## src/rtl/mac_pkg.sv

```systemverilog
// Shared constants, beat tag type and saturation bound helpers for the MAC pipeline.
package mac_pkg;

  localparam int DEF_A_W     = 8;
  localparam int DEF_B_W     = 8;
  localparam int DEF_ACC_W   = 24;
  localparam int DEF_MUL_LAT = 2;
  localparam int MUL_LAT_MIN = 1;
  localparam int MUL_LAT_MAX = 4;
  localparam int ACC_W_MAX   = 48;

  typedef struct packed {
    logic valid;
    logic last;
  } beat_tag_t;

  // Largest/smallest value of a w-bit two's-complement number.
  function automatic logic signed [63:0] sat_max(input int w);
    return (64'sd1 <<< (w - 1)) - 64'sd1;
  endfunction

  function automatic logic signed [63:0] sat_min(input int w);
    return -(64'sd1 <<< (w - 1));
  endfunction

endpackage

```

## src/rtl/mult_pipe.sv

```systemverilog
// Signed A_W x B_W multiplier with MUL_LAT register stages; the beat tag travels alongside.
module mult_pipe
  import mac_pkg::*;
#(
  parameter int A_W     = DEF_A_W,
  parameter int B_W     = DEF_B_W,
  parameter int MUL_LAT = DEF_MUL_LAT
) (
  input  logic                   clk,
  input  logic                   rst_n,
  input  logic                   en,
  input  beat_tag_t              tag_in,
  input  logic signed [A_W-1:0]  a,
  input  logic signed [B_W-1:0]  b,
  output beat_tag_t              tag_out,
  output logic signed [A_W+B_W-1:0] p
);

  localparam int P_W = A_W + B_W;

  logic signed [P_W-1:0] a_ext;
  logic signed [P_W-1:0] b_ext;

  // Widen before multiplying so the product is full precision.
  assign a_ext = P_W'(a);
  assign b_ext = P_W'(b);

  genvar gi;
  generate
    for (gi = 0; gi < MUL_LAT; gi++) begin : g_stage
      logic signed [P_W-1:0] p_src;
      beat_tag_t             tag_src;
      logic signed [P_W-1:0] p_reg;
      beat_tag_t             tag_reg;

      if (gi == 0) begin : g_head
        assign p_src   = a_ext * b_ext;
        assign tag_src = tag_in;
      end else begin : g_body
        assign p_src   = g_stage[gi-1].p_reg;
        assign tag_src = g_stage[gi-1].tag_reg;
      end

      always_ff @(posedge clk or negedge rst_n) begin
        if (!rst_n) begin
          p_reg   <= '0;
          tag_reg <= '0;
        end else if (en) begin
          p_reg   <= p_src;
          tag_reg <= tag_src;
        end
      end
    end
  endgenerate

  assign p       = g_stage[MUL_LAT-1].p_reg;
  assign tag_out = g_stage[MUL_LAT-1].tag_reg;

endmodule

```

## src/rtl/mac_pipe.sv

```systemverilog
// Pipelined signed multiply-accumulate producing one dot product per IN_LAST beat,
// with ready/valid flow control, saturating or wrapping accumulation and a sticky overflow flag.
module mac_pipe
  import mac_pkg::*;
#(
  parameter int A_W     = DEF_A_W,
  parameter int B_W     = DEF_B_W,
  parameter int ACC_W   = DEF_ACC_W,
  parameter int MUL_LAT = DEF_MUL_LAT,
  parameter int SAT_EN  = 1
) (
  input  logic                    CLK,
  input  logic                    RSTN,
  input  logic                    IN_VALID,
  output logic                    IN_READY,
  input  logic                    IN_LAST,
  input  logic signed [A_W-1:0]   A,
  input  logic signed [B_W-1:0]   B,
  output logic                    OUT_VALID,
  input  logic                    OUT_READY,
  output logic signed [ACC_W-1:0] OUT_ACC,
  output logic                    OUT_SAT
);

  localparam int P_W = A_W + B_W;
  localparam logic signed [63:0]      MAX_L   = sat_max(ACC_W);
  localparam logic signed [63:0]      MIN_L   = sat_min(ACC_W);
  localparam logic signed [ACC_W-1:0] ACC_MAX = MAX_L[ACC_W-1:0];
  localparam logic signed [ACC_W-1:0] ACC_MIN = MIN_L[ACC_W-1:0];

  logic                    stall;
  beat_tag_t               beat_tag;
  beat_tag_t               mul_tag;
  logic signed [P_W-1:0]   mul_p;

  beat_tag_t               prod_tag_reg;
  logic signed [ACC_W-1:0] prod_reg;
  logic signed [ACC_W-1:0] acc_reg;
  logic                    sticky_reg;
  logic                    out_valid_reg;
  logic signed [ACC_W-1:0] out_acc_reg;
  logic                    out_sat_reg;

  logic signed [ACC_W:0]   sum_wide;
  logic                    overflow;
  logic signed [ACC_W-1:0] acc_next;

  assign stall    = out_valid_reg & ~OUT_READY;
  assign IN_READY = ~stall;

  assign beat_tag.valid = IN_VALID;
  assign beat_tag.last  = IN_VALID & IN_LAST;

  mult_pipe #(
    .A_W     (A_W),
    .B_W     (B_W),
    .MUL_LAT (MUL_LAT)
  ) u_mult (
    .clk     (CLK),
    .rst_n   (RSTN),
    .en      (~stall),
    .tag_in  (beat_tag),
    .a       (A),
    .b       (B),
    .tag_out (mul_tag),
    .p       (mul_p)
  );

  // One guard bit exposes overflow of the ACC_W-bit sum.
  always_comb begin
    sum_wide = {acc_reg[ACC_W-1], acc_reg} + {prod_reg[ACC_W-1], prod_reg};
    overflow = sum_wide[ACC_W] ^ sum_wide[ACC_W-1];
    acc_next = sum_wide[ACC_W-1:0];
    if ((SAT_EN != 0) && overflow) begin
      acc_next = sum_wide[ACC_W] ? ACC_MIN : ACC_MAX;
    end
  end

  always_ff @(posedge CLK or negedge RSTN) begin
    if (!RSTN) begin
      prod_tag_reg  <= '0;
      prod_reg      <= '0;
      acc_reg       <= '0;
      sticky_reg    <= 1'b0;
      out_valid_reg <= 1'b0;
      out_acc_reg   <= '0;
      out_sat_reg   <= 1'b0;
    end else if (!stall) begin
      prod_tag_reg  <= mul_tag;
      prod_reg      <= ACC_W'(mul_p);
      out_valid_reg <= prod_tag_reg.valid & prod_tag_reg.last;
      if (prod_tag_reg.valid) begin
        if (prod_tag_reg.last) begin
          out_acc_reg <= acc_next;
          out_sat_reg <= sticky_reg | overflow;
          acc_reg     <= '0;
          sticky_reg  <= 1'b0;
        end else begin
          acc_reg     <= acc_next;
          sticky_reg  <= sticky_reg | overflow;
        end
      end
    end
  end

  assign OUT_VALID = out_valid_reg;
  assign OUT_ACC   = out_acc_reg;
  assign OUT_SAT   = out_sat_reg;

endmodule

```

## config.mk

```make
export PLATFORM = sky130hd
export DESIGN_NAME = mac_pipe
export DESIGN_NICKNAME = d
export VERILOG_FILES = /design/src/rtl/mac_pkg.sv /design/src/rtl/mult_pipe.sv /design/src/rtl/mac_pipe.sv
export SDC_FILE = /design/constraint.sdc
export NUM_CORES = 1
export LEC_CHECK = 0
export ABC_AREA = 1
export CAP_MARGIN = 20
export CORE_UTILIZATION = 60
export DETAILED_ROUTE_END_ITERATION = 7
export PLACE_DENSITY = 0.85
export SETUP_SLACK_MARGIN = 0.1
export SLEW_MARGIN = 5
export SYNTH_ARGS = -nofsm -noshare
export SYNTH_HDL_FRONTEND = slang
export SYNTH_HIERARCHICAL = 1
export SYNTH_SLANG_ARGS = --single-unit
```

## constraint.sdc

```tcl
create_clock -name CLK -period 3.2 [get_ports CLK]
set_input_delay 0.32 -clock CLK [delete_from_list [all_inputs] [get_ports CLK]]
set_output_delay 0.32 -clock CLK [all_outputs]
set_load 0.005 [all_outputs]
```

**Word-level counts from Yosys, hierarchy flattened**

Index checks and enable logic that the tools add are counted.

- Bits in registers: 105
- Latch bits: 0
- Memory bits (writable): 0
- ROM bits: 0
- Input port bits: 21
- Output and inout bits: 27
- Memories kept: 0

- Add/subtract/negate cells: 1
- Multipliers: 1
- Div/mod/pow operators: 0
- $lt $le $gt $ge: 0
- Equality and inequality tests: 0
- Shifts and indexed selects: 0
- Multiplexer cells: 4
- Bitwise gates (word level): 7
- Reductions and logical operators: 2

Operators with widths:

| operator | number |
|---|---|
| two-way mux 24 bit | 3 |
| adder 24 x 16 -> 25 bit | 1 |
| multiplier 8 x 8 -> 16 bit | 1 |
| AND 1 bit | 3 |
| AND reduction 3 bit | 1 |
| inverter 1 bit | 2 |
| AND reduction 2 bit | 1 |
| two-way mux 1 bit | 1 |
| bitwise OR 1 bit | 1 |
| XOR 1 bit | 1 |

**Logic depth before layout (Yosys ltp)**

Gate-level depths: netlist (run 1).

- Word-level depth: 4
- Mapped depth: 22

**Modules after synthesis**

Netlist (run 1), hierarchy kept.

By module, submodules not included:

| module | instances | cells an instance | area each (µm²) | seq. area each (µm²) |
|---|---|---|---|---|
| mac_pipe | 1 | 649 | 4,418.0 | 1,726.7 |
| mult_pipe | 1 | 536 | 4,056.4 | 900.9 |

**Worst setup path after synthesis (run 1)**

Ideal clock, no wire load.

- Kind: input port to flip-flop
- From: in A[0]
- To: reg u_mult.g_stage[0].p_reg[10]
- Setup time: 130 ps
- Arrival: 3,991 ps
- Required time: 3,070 ps
- Slack: -921 ps
- Stages: 15
- Path buffers: 1
- Cells stage by stage: clkbuf_1 > or2_2 > fa_1 > fa_1 > inv_1 > fa_1 > inv_1 > fa_1 > inv_1 > ha_1 > a21oi_1 > nand2_2 > a21oi_1 > xor2_1 > o21ai_1

- Cells in the longest elaborated chain, start to end: 1

RTL lines:

| item | RTL line | RTL |
|---|---|---|
| start: declaration | mac_pipe.sv:17 | `input logic signed [A_W-1:0] A,` |
| multiplier 8 x 8 -> 16 bit | mult_pipe.sv:37 | `assign p_src = a_ext * b_ext;` |
| end signal: assignment | mult_pipe.sv:49 | `p_reg <= p_src;` |
| end: declaration | mult_pipe.sv:33 | `logic signed [P_W-1:0] p_reg;` |

No other way between the ends.
A chain may end at the register's enable or synchronous reset.

**Worst setup path in the final report (run 1)**

- From: in B[7]
- To: reg u_mult.g_stage[0].p_reg[10]

- Cells in the longest elaborated chain, start to end: 1

RTL lines:

| item | RTL line | RTL |
|---|---|---|
| start: declaration | mac_pipe.sv:18 | `input logic signed [B_W-1:0] B,` |
| multiplier 8 x 8 -> 16 bit | mult_pipe.sv:37 |  |

No other way between the ends.

==> flow_metrics.py, run 1 <==
metrics = {
    "outcome": {
        "outcome": "complete, but fails checks",
        "violations": "DRC, setup timing",
    },
    "setup_path": {
        "worstPathArrival_ps": 3830,
        "crit_path_frequent_cell": "fa_1",
        "timing.rr.start": "prod_reg[0]",
        "reg2reg_depth": 16,
        "r2r_slack_ps": 320,
        "cp_cell_sequence": "buf_8, buf_6, fa_1, inv_2, fa_1, inv_2, fa_1, inv_1, fa_1, inv_2, ha_4, a21oi_4, nand2_2, a21oi_2, xor2_1, o21ai_1",
        "r2r_end": "OUT_ACC[1]",
        "cp-end-kind": "flip-flop",
        "crit_slowest_cell": "fa_1",
        "crit_fanout": 5,
        "start_kind": "primary input",
        "max_stage_delay_ps": 550,
        "cp.required_ps": 3420,
        "critPathTopFamily": "adder cells",
        "crit_type": "in2reg",
        "cp_num_buf_inv": 6,
    },
    "sta": {
        "slew_viol_final": 0,
        "period_minus_slack_ps": 3610,
        "period_share_pct": 113,
        "tightest_slew_ps": 725,
        "fin_ws_ps": -406,
        "maxSlewHeadroom_pct": 51.7,
        "final.setup.tns_ps": -2890,
        "finalHoldViolCount": 0,
        "clock_skew_ps": 6.70,
        "setup_violations": 10,
        "grt_setup_unrepaired": "true",
        "max_freq_mhz": 277,
    },
    "global_routing": {
        "antenna_found_initial": 0,
        "grt-ovfl-total": 0,
        "grt_pass1_wl_um": 35700,
        "grt_start_max_net_pins": 58,
        "grt_usage_pct": 31.2,
        "grt_pass1_vias": 7572,
    },
    "routing": {
        "drc": 2,
        "met1Wirelength_um": 9890,
        "top_layer": "met4",
        "routed_wl_um": 21800,
        "route.met2.wl_um": 10300,
        "drt_iter0_drc": 552,
        "drtAntennaViolNets": 0,
        "wl_per_cell_um": 15.0,
        "wl_met3_um": 1130,
        "via_per_inst": 5.31,
        "dr.pass1.iters": 7,
        "routed-via-count": 7700,
    },
    "finish": {
        "fin_cells": 1451,
        "n_fill_cell": 1010,
        "num_antenna_cells": 0,
        "drive_gt1_share_pct": 17.8,
        "nets": 1396,
        "area_delta_synth_final_pct": 22.3,
    },
    "die": {
        "die_area_um2": 14600,
        "rows": 43,
        "dieWidth_um": 121,
        "core_area_um2": 13800,
        "die_h_um": 121,
        "io_pins": 48,
        "initial_utilization_pct": 61.3,
    },
    "synthesis": {
        "synth_area_um2": 8470,
        "yosys_warnings": 6,
        "ys_seq_area_share_pct": 31.0,
        "synth_ff_type": "dfrtp_1",
        "synth_edf_count": 0,
        "syn-num-nets": 1315,
        "synthArstFlopShare_pct": 100,
        "synth-seq-cells": 105,
        "postSynthCellCount": 1185,
        "avgSynthCellArea_um2": 7.15,
        "synthDistinctLibCells": 31,
    },
    "place": {
        "gp_congestion": 0.949,
        "io_buffer_count": 47,
        "detailed_place_hpwl_um": 15900,
        "dp_cells": 1422,
    },
    "clocking": {
        "cts_sinks": 105,
        "cts_root_buf": "clkbuf_16",
        "htree_levels": 3,
        "clk_latency_ps": 360,
        "cts_buffer_depth": 2,
        "postCtsHoldBufs": 0,
        "path_clk_slew_ps": 70,
        "cts_buffers": 9,
        "cts_tree": "done",
    },
    "worst_hold_path": {
        "hold_path_class": "in2async",
    },
    "flow_run": {
        "cap_viol_max_count": 0,
    },
}
==> layer usage <==
metal	vias to the layer above	track usage, %
met1	3695	43.9
met2	237	49.4
li1	3724	-
met4	0	10.1
met5	-	0
met3	44	4.86
==> worst max path at each step <==
stage               slack (ps)                           to  cells past startpoint  start
global route              -500  u_mult/g_stage[0].p_reg[10]                     17   B[4]
global placement         -1140  u_mult/g_stage[0].p_reg[15]                     21   A[6]
detailed placement       -1250  u_mult/g_stage[0].p_reg[15]                     21   A[6]
CTS                       -430  u_mult/g_stage[0].p_reg[15]                     21   A[7]
floorplan                 -470  u_mult/g_stage[0].p_reg[12]                     17   A[7]
finish                    -410  u_mult/g_stage[0].p_reg[10]                     16   B[7]
==> cells by family after synthesis <==
kind of cell	after synthesis	share of synthesized area, %
fa+ha+maj	109	21.1
simple gates	617	29.2
compound gates	82	5.30
xor+xnor	20	2.07
buf+inv	252	11.4
flops	105	31.0
==> per-stage QoR <==
step           util [%]  area [um2]  worst slack, ps  hold slack (ps)
6_report           75.0       10400             -406             12.4
5_1_grt            75.0       10400             -496             72.2
4_1_cts            73.2       10100             -432             33.9
3_5_place_dp       69.4        9590            -1250              424
3_3_place_gp       69.4        9590            -1140              415
2_1_floorplan         -        8840             -467             24.4
==> timing repair <==
| item | in CTS | in global routing |
|---|---|---|
| gates resized for setup | 126 | 87 |
| endpoints found under the setup margin | 11 | 56 |
| buffers inserted | 8 | 8 |
| cloned | 0 | 0 |
| pin swaps | 54 | 63 |
==> area by class of cell <==
type                    count  area (um2)  share of cell area (%)
clock inverters             6        67.6                   0.652
multi-input cells         828        5380                    51.9
flip-flops and latches    105        2630                    25.3
inverters                 215         818                    7.89
repair buffers            107        1020                    9.81
clock buffers              10         229                    2.21
well taps                 180         225                    2.17
==> cell usage after synthesis (3+ instances only) <==
master / count / area, um2
nor2_1: 51 / 191
a31oi_1: 4 / 25.0
nor3_1: 6 / 30.0
o21ai_1: 4 / 20.0
a21oi_1: 30 / 150
fa_1: 56 / 1120
buf_2: 3 / 15.0
o21bai_1: 7 / 52.6
ha_1: 53 / 663
nand4_1: 13 / 81.3
inv_1: 210 / 788
nand2_1: 484 / 1820
xnor2_1: 10 / 87.6
clkbuf_1: 32 / 120
nand3_1: 43 / 215
xor2_1: 10 / 87.6
o21ai_0: 32 / 160
nand2_2: 7 / 43.8
nor2_2: 4 / 25.0
dfrtp_1: 105 / 2630
inv_2: 4 / 15.0
==> cell usage in the layout (no fill, tap or decap), drive strengths merged <==
cell type / instances
fa: 56
xor2: 10
dfrtp: 105
nor3: 6
buf: 77
and2: 2
clkbuf: 10
a22o: 1
a21oi: 32
nand4: 15
clkinv: 4
nand3: 43
inv: 214
or2: 4
xnor2: 10
nand3b: 1
bufinv: 1
clkinvlp: 2
nand2: 491
a21o: 2
a31oi: 4
ha: 53
clkdlybuf4s50: 30
nor2: 55
o21ai: 36
o21bai: 7
Power of run 1 is not shown: default switching activity piles up to over one toggle a cycle in this logic, so the estimate is an artifact.
==> run 2: changes to the inputs <==
SKIP_LAST_GASP = 1   (was not set)
SYNTH_HIERARCHICAL = not set   (was 1)
==> run 2 against run 1 <==
  * The flow finishes with violations (setup timing)
  * Synthesized area rose by 1.5%
  * First-iteration DRC count increased by 36%
  * Global-route usage is 1.1 points higher
  * Count of clock-buffer cells in the layout did not move
  * Critical path depth is 3 higher
  * Die area rose by 1.5%
  * Sequential cell count is the same
  * Clock skew grew 4.5 ps
  * Critical endpoint is now u_mult.g_stage[0].p_reg[12]
  * Highest routed layer unchanged
==> flow_metrics.py, run 2 <==
metrics = {
    "clocking": {
        "cts_buffer_depth": 2,
        "cts_root_buf": "clkbuf_16",
        "htree_levels": 3,
        "cts_tree": "done",
        "cts_buffers": 9,
        "cts_sinks": 105,
        "clk_latency_ps": 360,
        "path_clk_slew_ps": 80,
    },
    "routing": {
        "drc": 0,
        "drtAntennaViolNets": 0,
        "dr.pass1.iters": 5,
        "routed_wl_um": 24700,
        "drt_iter0_drc": 753,
        "wl_per_cell_um": 16.8,
        "routed-via-count": 8053,
        "via_per_inst": 5.50,
    },
    "die": {
        "die_area_um2": 14800,
        "rows": 43,
        "die_h_um": 122,
        "initial_utilization_pct": 61.7,
        "io_pins": 48,
        "core_area_um2": 13900,
        "dieWidth_um": 122,
    },
    "finish": {
        "nets": 1410,
        "n_fill_cell": 933,
        "drive_gt1_share_pct": 21.0,
        "final_cell_mix": "nand2_1, inv_1, dfrtp_1, buf_4, nand2_2",
        "num_antenna_cells": 0,
        "layout_commonest_cell": "nand2_1",
        "area_delta_synth_final_pct": 22.6,
    },
    "setup_path": {
        "cp.required_ps": 3490,
        "max_stage_delay_ps": 570,
        "timing.rr.start": "prod_reg[15]",
        "cp_num_buf_inv": 5,
        "worstPathArrival_ps": 4300,
        "crit_cells": 19,
        "crit_type": "in2reg",
        "crit_end": "u_mult.g_stage[0].p_reg[12]",
        "crit_slowest_cell": "fa_1",
        "r2r_end": "OUT_ACC[1]",
        "crit_fanout": 7,
        "crit_start": "B[5]",
        "reg2reg_depth": 12,
        "start_kind": "primary input",
        "cp-end-kind": "flip-flop",
        "cp_cell_sequence": "buf_2, nand2_1, inv_1, fa_1, fa_2, fa_1, inv_1, fa_1, inv_1, ha_4, nand2_1, inv_1, a21oi_4, nor2_2, o21ai_1, nand2_1, a21oi_2, o21ai_1, nand2_1",
        "critPathTopFamily": "adder cells",
        "r2r_slack_ps": 470,
    },
    "sta": {
        "max_freq_mhz": 249,
        "clock_skew_ps": 11.2,
        "slew_viol_final": 0,
        "maxSlewHeadroom_pct": 48.3,
        "grt_setup_unrepaired": "true",
        "holdWs_ps": 41.3,
        "tightest_slew_ps": 775,
        "period_minus_slack_ps": 4010,
        "final.setup.tns_ps": -5440,
        "period_share_pct": 125,
        "finalHoldViolCount": 0,
        "setup_violations": 9,
        "fin_ws_ps": -808,
    },
    "worst_hold_path": {
        "hold_path_class": "in2async",
    },
    "synthesis": {
        "synth_area_um2": 8600,
        "syn-num-nets": 1311,
        "synth_commonest_cells": "nand2_1, inv_1, dfrtp_1",
        "ys_seq_area_share_pct": 30.5,
        "synth_area_leaders": "dfrtp_1, nand2_1, fa_1",
        "postSynthCellCount": 1181,
        "synthArstFlopShare_pct": 100,
        "synthDistinctLibCells": 34,
        "synth.most_common_cell": "nand2_1",
        "yosys_warnings": 0,
        "synth_edf_count": 0,
        "synth_top_area_share_pct": 30.5,
        "synth-seq-cells": 105,
        "avgSynthCellArea_um2": 7.28,
        "synth_ff_type": "dfrtp_1",
        "synth_largest_area_cell": "dfrtp_1",
    },
    "outcome": {
        "outcome": "complete, but fails checks",
        "violations": "setup timing",
    },
    "place": {
        "gp_congestion": 0.918,
        "detailed_place_hpwl_um": 15100,
        "io_buffer_count": 47,
    },
    "flow_run": {
        "cap_viol_max_count": 0,
    },
    "global_routing": {
        "grt_start_max_net_pins": 60,
        "grt_pass1_vias": 7772,
        "grt_usage_pct": 32.3,
        "grt-ovfl-total": 0,
        "antenna_found_initial": 0,
        "grt_pass1_wl_um": 37100,
    },
}
run 2: changes by cell type after synthesis, moves of 3 or more:
cell,delta
nand3_2,+4
nor2_2,+3
nand2_1,-41
nor2_1,-10
o21ai_0,+16
inv_1,+8
nor3_1,-3
nand3_1,-16
o21ai_1,-4
nand2_2,+42
run 2: worst min-delay path by stage:
| stage | start | to | slack [ps] | cells after the start |
|---|---|---|---|---|
| finish | RSTN | u_mult.p[4] | 40 | 1 |
| global route | RSTN | u_mult.p[4] | 100 | 1 |
| CTS | RSTN | prod_reg[5] | 60 | 1 |
| detailed placement | RSTN | prod_reg[5] | 450 | 1 |
| global placement | RSTN | prod_reg[5] | 430 | 1 |
| floorplan | RSTN | OUT_ACC[0] | 20 | 0 |
run 2: metal layers:
metal  global-route usage (%)  routed length (um)  up-vias
met5                        0                   0        -
met3                     5.85                1810      136
met4                     11.5                1320        0
li1                         -                   -     3730
met2                     52.0               11700      397
met1                     43.8                9870     3790
run 2: cells by family after synthesis:
kind of cell,count (synthesis),synth area share [%]
AOI/OAI and AO/OA,89,5.56
adders and majority gates,109,20.7
xor gates and xnor gates,21,2.14
DFF,105,30.5
and+or+nand+nor,598,29.2
buffers and inverters,259,11.8
run 2: worst register-to-register path, stage by stage, from the launching register on:
cell and delay, ps:
dfrtp_1 540, ha_1 480, a21oi_1 220, nand2_1 130, a21oi_1 300, nand3_2 130
nand2_1 90, nand2_2 70, nand2_4 340, nand2_1 120, nand2_1 100, nand2_1 90
nand2_1 80
run 2: layout make-up:
type	count	area, um2	share of cell area (%)
Multi-Input combinational cell	817	5420	51.3
Sequential cell	105	2630	24.9
Timing Repair Buffer	126	1140	10.8
Inverter	221	843	7.99
Clock buffer	10	239	2.27
Tap cell	180	225	2.13
Clock inverter	6	58.8	0.557
run 2: metrics by stage:
stage                     util, %  cells  area [um2]  worst slack, ps
final                        75.7   1465       10500             -808
after global routing         75.7   1465       10500             -952
after CTS                    74.2   1458       10300             -614
after detailed placement     70.0   1428        9750            -1450
after global placement       70.0   1428        9750            -1290
after floorplan                 -   1181        8930             -672
run 2: repair_timing:
item / in CTS / in global routing
endpoints found under the setup margin: 11 / 10
pin swaps: 53 / 29
resized for setup: 140 / 44
setup buffers: 15 / 8
hold buffers: 0 / 0
Power of run 2 is left out for the same reason.
==> run 3: changes to the inputs <==
CORE_ASPECT_RATIO = 0.5   (was not set)
MAX_ROUTING_LAYER = met4   (was not set)
==> run 3 against run 2 <==
  * The flow still finishes with violations (setup timing)
  * Via count shrank 5.2%
  * First-iteration DRC count shrank 42%
  * Sequential cell count is the same
==> flow_metrics.py, run 3 (same netlist as run 2, synthesis figures left out) <==
metrics = {
    "outcome": {
        "outcome": "complete, but fails checks",
        "violations": "setup timing",
    },
    "routing": {
        "dr.pass1.iters": 5,
        "wl_per_cell_um": 14.3,
        "routed_wl_um": 21100,
        "drtAntennaViolNets": 0,
        "routed-via-count": 7635,
        "drc": 0,
        "via_per_inst": 5.18,
        "drt_iter0_drc": 437,
    },
    "setup_path": {
        "worstPathArrival_ps": 4160,
        "crit_start": "B[7]",
        "cp-end-kind": "flip-flop",
        "cp.required_ps": 3490,
        "crit_type": "in2reg",
        "timing.rr.start": "prod_reg[15]",
        "crit_fanout": 7,
        "start_kind": "primary input",
    },
    "sta": {
        "setup_violations": 9,
        "max_freq_mhz": 258,
        "slew_viol_final": 0,
        "clock_skew_ps": 10.8,
        "period_share_pct": 121,
        "period_minus_slack_ps": 3880,
        "grt_setup_unrepaired": "true",
        "finalHoldViolCount": 0,
        "tightest_slew_ps": 540,
        "fin_ws_ps": -677,
        "maxSlewHeadroom_pct": 64.0,
        "holdWs_ps": 410,
    },
    "finish": {
        "final_cell_mix": "nand2_1, inv_1, dfrtp_1, nand2_2, buf_4",
        "layout_commonest_cell": "nand2_1",
        "drive_gt1_share_pct": 20.2,
        "num_antenna_cells": 0,
        "nets": 1407,
        "seqCellArea_um2": 2630,
        "area_delta_synth_final_pct": 21.2,
        "multi_input_area_um2": 5320,
        "n_fill_cell": 1055,
    },
    "flow_run": {
        "cap_viol_max_count": 0,
    },
    "die": {
        "core_area_um2": 13800,
        "initial_utilization_pct": 62.5,
        "die_area_um2": 14900,
        "io_pins": 48,
        "rows": 30,
        "dieWidth_um": 171,
        "die_h_um": 86.7,
    },
    "clocking": {
        "cts_buffers": 9,
        "cts_sinks": 105,
        "cts_root_buf": "clkbuf_16",
        "clk_latency_ps": 350,
        "path_clk_slew_ps": 70,
        "cts_buffer_depth": 2,
        "htree_levels": 3,
        "cts_tree": "done",
    },
    "global_routing": {
        "grt_start_max_net_pins": 59,
        "grt_pass1_vias": 7595,
        "grt_usage_pct": 31.3,
        "antenna_found_initial": 0,
        "grt-ovfl-total": 0,
        "grt_pass1_wl_um": 35400,
    },
    "place": {
        "detailed_place_hpwl_um": 15600,
        "io_buffer_count": 47,
        "gp_congestion": 0.945,
    },
    "worst_hold_path": {
        "hp-start": "B[0]",
        "hold_path_class": "in2reg",
    },
}
## run 3: area by class of cell
class                   count  area share [%]
clock buffers              10            2.29
flip-flops and latches    105            25.2
well taps                 192            2.30
multi-input cells         817            51.0
inverters                 221            8.06
clock inverters             5           0.696
repair buffers            123            10.4
## run 3: timing repair
item,4_1_cts,5_1_grt
pin swaps,40,37
setup endpoints to repair,11,11
hold endpoints to repair,30,0
gates resized for setup,133,24
hold buffers,1,0
buffers inserted,11,8
## run 3: path summary, 6_finish.rpt
check	slack, ps	depth (start not counted)	endpoint
setup / recovery	-680	20	u_mult.g_stage[0].p_reg[12]
hold / removal	410	4	u_mult.g_stage[0].p_reg[0]
max in group asynchronous	1920	3	u_mult.p[12]
setup reg to reg	430	14	OUT_ACC[0]
hold reg to reg	470	2	u_mult.p[13]
min in group asynchronous	440	2	u_mult.p[8]
## run 3: metrics by stage
step | setup WS (ps) | TNS, ps | area (um2) | utilization, % | std cells
final | -677 | -3910 | 10400 | 75.7 | 1473
after global routing | -807 | -5090 | 10400 | 75.7 | 1473
after CTS | -599 | -3840 | 10300 | 74.9 | 1467
after detailed placement | -1390 | -13080 | 9780 | 71.0 | 1443
after global placement | -1310 | -12110 | 9780 | 71.0 | 1443
after floorplan | -672 | -4280 | 8930 | - | 1181
## run 3: critical path: stages
cell,delay [ps]
buf_8,80
clkinvlp_4,150
or2_4,290
fa_2,410
fa_1,500
inv_2,40
fa_1,480
inv_1,50
fa_1,490
inv_2,50
ha_4,230
a21oi_4,150
nand2_2,100
a21oi_2,200
nor2_2,70
o21ai_1,170
nand2_1,110
a21oi_2,130
o21ai_1,80
nand2_1,60
## run 3: metal layers
metal	wire length, um	track usage, %
met5	0	-
met4	550	9.58
met3	653	3.74
met2	10400	54.0
met1	9480	38.9
Power of run 3 is left out for the same reason.
